--- src/rtl/mul_div_unit.sv ---
// mul_div_unit: iterative MULT/MULTU/DIV/DIVU engine owning HI/LO.
// Define MDU_FAST_MUL_EN to use a single-cycle multiplier in place of the shift-add one.
module mul_div_unit #(
  parameter int WIDTH = 32
) (
  input  logic             clk,
  input  logic             resetn,
  input  logic             start,
  input  logic [1:0]       op,
  input  logic [WIDTH-1:0] a,
  input  logic [WIDTH-1:0] b,
  input  logic             cancel,
  output logic             busy,
  output logic             done,
  output logic [WIDTH-1:0] hi,
  output logic [WIDTH-1:0] lo,
  output logic             div_by_zero
);
  localparam int CW = $clog2(WIDTH);
  localparam logic [CW-1:0] LAST = CW'(WIDTH - 1);
  typedef enum logic [1:0] {IDLE, CALC, DONE} state_t;
  state_t state;
  logic is_div, neg_a, neg_b;
  logic [WIDTH-1:0] mb;
  logic [2*WIDTH-1:0] p, p_nxt, prod;
  logic [CW-1:0] cnt;
  logic sgn, a_neg, b_neg, b_zero;
  logic [WIDTH-1:0] abs_a, abs_b, quo, rem, res_hi, res_lo;
  logic [WIDTH:0] sum, t, d;
  always_comb begin
    sgn = ~op[0];
    a_neg = sgn & a[WIDTH-1];
    b_neg = sgn & b[WIDTH-1];
    abs_a = a_neg ? -a : a;
    abs_b = b_neg ? -b : b;
    b_zero = (b == '0);
    sum = {1'b0, p[2*WIDTH-1:WIDTH]} + (p[0] ? {1'b0, mb} : '0);
    t = p[2*WIDTH-1:WIDTH-1];
    d = t - {1'b0, mb};
    p_nxt = is_div ? (d[WIDTH] ? {t[WIDTH-1:0], p[WIDTH-2:0], 1'b0} : {d[WIDTH-1:0], p[WIDTH-2:0], 1'b1})
                   : {sum, p[WIDTH-1:1]};
    prod = (neg_a ^ neg_b) ? -p_nxt : p_nxt;
    quo = (neg_a ^ neg_b) ? -p_nxt[WIDTH-1:0] : p_nxt[WIDTH-1:0];
    rem = neg_a ? -p_nxt[2*WIDTH-1:WIDTH] : p_nxt[2*WIDTH-1:WIDTH];
    res_hi = is_div ? rem : prod[2*WIDTH-1:WIDTH];
    res_lo = is_div ? quo : prod[WIDTH-1:0];
  end
`ifdef MDU_FAST_MUL_EN
  // sign/zero extension makes one modular 2W-bit multiply serve both MULT and MULTU
  logic [2*WIDTH-1:0] xa, xb, fast_p;
  assign xa = {{WIDTH{a_neg}}, a};
  assign xb = {{WIDTH{b_neg}}, b};
  assign fast_p = xa * xb;
`endif
  always_ff @(posedge clk or negedge resetn) begin
    if (!resetn) begin
      state <= IDLE;
      busy <= 1'b0;
      done <= 1'b0;
      div_by_zero <= 1'b0;
      hi <= '0;
      lo <= '0;
      cnt <= '0;
      p <= '0;
      mb <= '0;
      is_div <= 1'b0;
      neg_a <= 1'b0;
      neg_b <= 1'b0;
    end else begin
      done <= 1'b0;
      if (state == CALC) begin
        if (cancel) begin
          state <= IDLE;
          busy <= 1'b0;
        end else begin
          p <= p_nxt;
          cnt <= cnt + 1'b1;
          if (cnt == LAST) begin
            state <= DONE;
            busy <= 1'b0;
            done <= 1'b1;
            hi <= res_hi;
            lo <= res_lo;
          end
        end
      end else if (start && !cancel) begin
        is_div <= op[1];
        neg_a <= a_neg;
        neg_b <= b_neg;
        mb <= abs_b;
        cnt <= '0;
        div_by_zero <= op[1] & b_zero;
        if (op[1] && b_zero) begin
          state <= DONE;
          done <= 1'b1;
          hi <= a;
          lo <= '1;
        end
`ifdef MDU_FAST_MUL_EN
        else if (!op[1]) begin
          state <= DONE;
          done <= 1'b1;
          {hi, lo} <= fast_p;
        end
`endif
        else begin
          state <= CALC;
          busy <= 1'b1;
          p <= {{WIDTH{1'b0}}, abs_a};
        end
      end else begin
        state <= IDLE;
      end
    end
  end
endmodule

--- config.mk ---
export PLATFORM = sky130hd
export DESIGN_NAME = mul_div_unit
export DESIGN_NICKNAME = d
export VERILOG_FILES = /design/src/rtl/mul_div_unit.sv
export SDC_FILE = /design/constraint.sdc
export NUM_CORES = 1
export LEC_CHECK = 0
export BUFFER_PORTS_ARGS = -buffer_cell sky130_fd_sc_hd__buf_2
export CAP_MARGIN = 10
export CORE_MARGIN = 5
export CORE_UTILIZATION = 25
export CTS_CLUSTER_SIZE = 12
export DETAILED_ROUTE_END_ITERATION = 12
export GPL_ROUTABILITY_DRIVEN = 0
export GPL_TIMING_DRIVEN = 0
export SLEW_MARGIN = 5
export SYNTH_ARGS = -nofsm -noshare
export SYNTH_HDL_FRONTEND = slang
export SYNTH_SLANG_ARGS = --single-unit
--- constraint.sdc ---
create_clock -name clk -period 5.87 [get_ports clk]
set_input_delay 1.761 -clock clk [delete_from_list [all_inputs] [get_ports clk]]
set_output_delay 1.761 -clock clk [all_outputs]
set_load 0.02 [all_outputs]
== Word level (Yosys, flattened, before mapping) ==
Cells that the tools add are included.
Storage, ports and cells
  register bits: 173
  input port bits: 70
  logic and storage cells: 85
  output and inout port bits: 67
  memory bits (writable): 0
  bits in latches: 0
  memories: 0
  ROM bits: 0
Cells by class
  multipliers: 0
  muxes and demuxes: 42
  eq/ne operators: 6
  shift-type cells: 0
  reductions and logical operators: 11
  $lt $le $gt $ge: 0
  bitwise gates (word level): 6
  divide/modulo/power cells: 0
  add/sub/neg operators: 8
Operator list (count)
  $mux 32: 17
  $mux 64: 7
  $neg 32->32: 4
  $neg 64->64: 1
  $add 32x32->33: 1
  $sub 33x32->33: 1
  $logic_not 32->1: 1
  $mux 5: 3
  $mux 1: 10
  $mux 2: 5
  $reduce_and 3->1: 2
  $add 5x1->5 const B: 1
  $eq 5x5->1 const B: 1
  $ne 2x2->1 const B: 2
  $reduce_and 2->1: 2
  $reduce_and 4->1: 1
  $reduce_bool 2->1: 2
  $and 1x1->1: 3
  $ne 3x2->1 const B: 1
  $eq 2x1->1 const B: 1
  $logic_and 1x1->1: 2
  $ne 2x1->1 const B: 1
  $not 1->1: 2
  $logic_not 1->1: 1
  $xor 1x1->1: 1

== Longest topological paths before layout ==
  word-level depth: 9
  depth in mapped cells: 25
  depth with buffers taken out: 23

== Worst setup path after synthesis ==
OpenSTA, ideal clock, no wires.
  path type: flip-flop to flip-flop
  start: register is_div
  end: register hi[24]
  data required time: 5733 ps
  slack: 459 ps
  stages on the path, launching flop included: 23
  clock period less this slack: 5411 ps
  arrival time: 5274 ps
  path through: dfrtp_1 -> buf_2 -> buf_2 -> buf_1 -> clkbuf_1 -> buf_2 -> buf_2 -> buf_1 -> clkbuf_1 -> mux2i_1 -> ha_1 -> o21a_1 -> nand3_1 -> or2_1 -> or4_4 -> nor3_2 -> nor2_1 -> nor4_1 -> nand4_2 -> or2_1 -> o21ai_2 -> xnor2_1 -> o22ai_1
Between the ends
  longest elaborated chain between the ends: 7
  elaborated cells between the ends (all ways): 9
  those cells by class: add/sub: 2; mux: 7
Ends and longest elaborated chain
  start, declared: RTL line 23  | logic is_div, neg_a, neg_b;
  start signal, assigned: RTL line 87  | is_div <= op[1];
  $mux 64: RTL line 40  | p_nxt = is_div ? (d[WIDTH] ? {t[WIDTH-1:0], p[WIDTH-2:0], 1'b0} : {d[WIDTH-1:0], p[WIDTH-2:0], 1'b1})
  $neg 64->64 / $neg 32->32 (equally long branches): RTL line 42, 44
  $mux 64 / $mux 32 (equally long branches): RTL line 42, 44
  $mux 32 *: RTL line 45  | res_hi = is_div ? rem : prod[2*WIDTH-1:WIDTH];
  $mux 32 *: RTL line 78  | if (cnt == LAST) begin
  $mux 32 *: RTL line 72  | if (cancel) begin
  $mux 32 *: RTL line 71  | if (state == CALC) begin
  end signal, assigned: RTL line 82  | hi <= res_hi;
  end, declared: RTL line 15  | output logic [WIDTH-1:0] hi,
Every way passes the cells marked *; elsewhere a longest branch is shown, timed or not. The select of a mux whose other input is x is not followed.
A chain may end at the register's enable or synchronous reset.

== Final worst setup path ==
  start: register p[31]
  end: register hi[22]
Between the ends
  longest elaborated chain between the ends: 9
  elaborated cells between the ends (all ways): 11
  those cells by class: add/sub: 3; mux: 8
Ends and longest elaborated chain
  start, declared: RTL line 25  | logic [2*WIDTH-1:0] p, p_nxt, prod;
  start signal, assigned: RTL line 76  | p <= p_nxt;
  start signal, assigned: RTL line 109  | p <= {{WIDTH{1'b0}}, abs_a};
  $sub 33x32->33: RTL line 39  | d = t - {1'b0, mb};
  $mux 64: RTL line 40
  $mux 64 *: RTL line 40
  $neg 64->64 / $neg 32->32 (equally long branches): RTL line 42, 44
  $mux 64 / $mux 32 (equally long branches): RTL line 42, 44
  $mux 32 *: RTL line 45
  $mux 32 *: RTL line 78
  $mux 32 *: RTL line 72
  $mux 32 *: RTL line 71
Marks and branches as above.

==> run_results.csv <==
group,metric,value,unit
timing,finalCritPeriodShare,96.5,%
critical_path,r2r-start,"p[31]",
pwr,power.total,0.00757,W
pwr,p_leak,7.77,nW
timing,slew_violations,0,
placement,dpl.hpwl,46.9,mm
clock_tree,insertion_delay,470,ps
worst_hold_path,hp-class,"reg2reg",
drt,ant_nets,0,
timing,final_hold_viol_count,0,
critical_path,crit_top_cell,"or2_4",
critical_path,crit_slowest_cell,"or4_4",
logic_synthesis,synth_nets,2064,
critical_path,reg2reg_setup_slack,200,ps
clock_tree,clkTransAtPathRegs,80,ps
drt,drc_errors,0,
clock_tree,cts_buffers,17,
grt,grt_usage,17.8,%
timing,worst_pin_slew,1210,ps
clock_tree,clock-root-buffer,"clkbuf_16",
critical_path,critPathBufInv,3,
die,rows,89,
timing,relSlewSlack,18.8,%
clock_tree,cts_hold_buf,0,
critical_path,cp.arrival,5980,ps
layout,final.fill_count,6402,
critical_path,critical_path_class,"reg2reg",
layout,drive_above_1_share,13.2,%
die,core,59100,µm²
layout,final_area,17400,µm²
timing,skew,13.9,ps
timing,setup_viol,0,
grt,grt_pass1_vias,14700,
placement,numPortBuffers,136,
critical_path,crit_cells,24,
die,ioPinCount,137,
timing,max_freq,176,MHz
drt,vias,15300,
die,initial_core_util,25.2,%
drt,drtIter0Drc,1390,
grt,gr-total-overflow,0,
logic_synthesis,netlist.area_leader.share,29.0,%
logic_synthesis,synth.distinct_cells,85,
logic_synthesis,synth_area_leaders,"dfrtp_1, a21oi_1, o21ai_0",
logic_synthesis,yosysWarnings,0,
logic_synthesis,synth_edf_count,0,
critical_path,cp_max_fo,15,
drt,viasPerCell,5.33,
layout,area_growth,16.3,%
drt,drtPass1Iterations,8,
grt,grt_max_degree,99,
clock_tree,clock_path_buffers,2,
critical_path,path_cells,"inv_2 -> ha_1 -> inv_1 -> fa_2 -> a211oi_2 -> nor3_2 -> o211ai_2 -> a211oi_4 -> or3_1 -> buf_4 -> a31oi_4 -> ha_4 -> o21a_1 -> nand3_2 -> or2_4 -> or4_4 -> nor3_4 -> nor2_1 -> nor4_2 -> nand4_2 -> or2_4 -> o21ai_2 -> xnor2_1 -> a21oi_1",
timing,fin_tns_setup,0,ps
critical_path,max_stage_delay,470,ps
critical_path,crit_path_start,"p[31]",
timing,min_period,5670,ps
grt,grt_pass1_wl,88.9,mm
logic_synthesis,yosys.area.top_type,"dfrtp_1",
drt,wire_per_inst,20.7,µm
critical_path,cp-endpoint,"hi[22]",
clock_tree,tritoncts,"yes",
critical_path,startpoint_type,"register",
logic_synthesis,ys_ff_latch,173,
die,die_h,254,µm
pwr,vdd_drop_max,0.185,mV
logic_synthesis,synth_area_per_cell,7.77,µm²
placement,postPlaceCellArea,16600,µm²
logic_synthesis,synthCells,1922,
pwr,powerDensity,436,nW/µm²
die,die_area,64700,µm²
critical_path,required,6180,ps
critical_path,reg2regPathDepth,24,
clock_tree,htree_levels,4,
critical_path,cp-end-kind,"register",
run,cap_viol_max_count,0,
logic_synthesis,async_reset_ff_share,100,%
critical_path,r2r-end,"hi[22]",
clock_tree,clock_sinks,173,
die,dieWidth,254,µm
logic_synthesis,syn_area,14900,µm²
layout,fin_nets,2221,
drt,wirelength,59.4,mm
logic_synthesis,synth-main-ff-cell,"dfrtp_1",
logic_synthesis,ys_seq_area_share,29.0,%
outcome,status,"completed",
grt,antenna_found_initial,10,
critical_path,cp_top_family,"simple AND/OR/NAND/NOR gates",
placed cells by master, fill, tap and decap left out, types with 18 or more instances in the layout:
cell type	instances
a31oi_1	43
nand2_1	233
nor3_1	42
buf_2	154
mux2i_1	31
a21o_1	39
nand3_1	27
xnor2_1	85
clkbuf_1	67
nor2_1	178
or3_1	22
ha_1	69
and2_1	37
nand2b_1	18
inv_1	58
dfrtp_1	172
o21ai_0	176
xor2_1	79
a21oi_1	211
per-stage QoR:
step                      setup WS, ps  hold WS, ps  utilization [%]  std cells
after detailed placement         -2180          470             28.1       2832
after global routing             -9.78          505             29.4       2870
after floorplan                    459          463                -       1922
final                              204          483             29.4       2873
after global placement           -2240          466             28.0       2831
after CTS                        -13.5          488             29.2       2864
cell usage after synthesis (10+ instances only):
library cell / number
a211oi_1: 11
a21o_1: 39
a21oi_1: 211
a22o_1: 15
a31oi_1: 43
and2_1: 37
and3_1: 12
buf_2: 25
clkbuf_1: 70
dfrtp_1: 173
ha_1: 70
inv_1: 59
mux2_2: 13
mux2i_1: 32
nand2_1: 233
nand2b_1: 18
nand3_1: 28
nand4_1: 16
nor2_1: 179
nor2b_1: 10
nor3_1: 44
nor4_1: 13
o211ai_1: 13
o21a_1: 13
o21ai_0: 177
o22ai_1: 14
o31ai_1: 16
or3_1: 22
xnor2_1: 85
xor2_1: 79
how the worst min path moves through the flow:
stage | start | endpoint | slack [ps] | cells after the start
after floorplan | mb[30] | mb[30] | 460 | 2
after global placement | hi[5] | hi[5] | 470 | 2
after detailed placement | hi[5] | hi[5] | 470 | 2
after CTS | hi[5] | hi[5] | 490 | 2
after global routing | hi[3] | hi[3] | 510 | 2
final | hi[5] | hi[5] | 480 | 2
state kept, by name, summed over array words and instances, names as in the netlist:
| signal | count |
|---|---|
| hi | 32 |
| mb | 32 |
| lo | 32 |
| p | 64 |
| is_div | 1 |
| div_by_zero | 1 |
| state | 2 |
| busy | 1 |
| cnt | 5 |
| neg_a | 1 |
| done | 1 |
| neg_b | 1 |
report_power, final:
part / internal (W) / switching [W] / leakage, nW / total [W]
Sequential: 0.00138 / 0.000298 / 2.29 / 0.00168
Combinational: 0.00167 / 0.00303 / 5.19 / 0.00470
Clock: 0.000574 / 0.000617 / 0.283 / 0.00119
tightest hold or removal path, cell delays in order (launching register included):
cell and delay [ps]:
dfrtp_1 340, nand2_1 50, o21ai_0 60
per-layer routing:
layer	vias up	share of wire, %	GRT usage, %	wire length [µm]
met3	155	7.3	3.73	4330
met1	7354	42	22.6	24900
li1	7212	-	-	-
met4	4	4.8	8.38	2880
met2	599	46	29.0	27300
met5	-	0.045	0	27
area by class of cell:
type	count	area [µm²]	share of cell area, %
buffer	100	438	2.52
clock buffer	17	425	2.45
tap	773	967	5.57
antenna	8	20.0	0.115
timing repair buffer	143	763	4.40
inverter	59	221	1.28
sequential	173	4330	24.9
multi-input combinational	1585	10000	57.8
clock inverter	15	169	0.973
timing repair:
item                                    4_1_cts  5_1_grt
endpoints found under the setup margin       37       96
pin swaps                                     5        6
setup buffers                                 3        3
resized for setup                            20       15
kinds of logic (layout without fill, tap and decap cells):
logic type	Yosys count	count (layout)	share of synthesized area (%)
buf+inv	164	334	4.41
compound gates	636	636	26.4
fa+ha+maj	72	72	6.14
xor+xnor	164	164	9.62
other cells	0	8	0
mux	45	45	3.13
simple gates	668	668	21.3
flops	173	173	29.0
(Power assumes the default switching activity.)
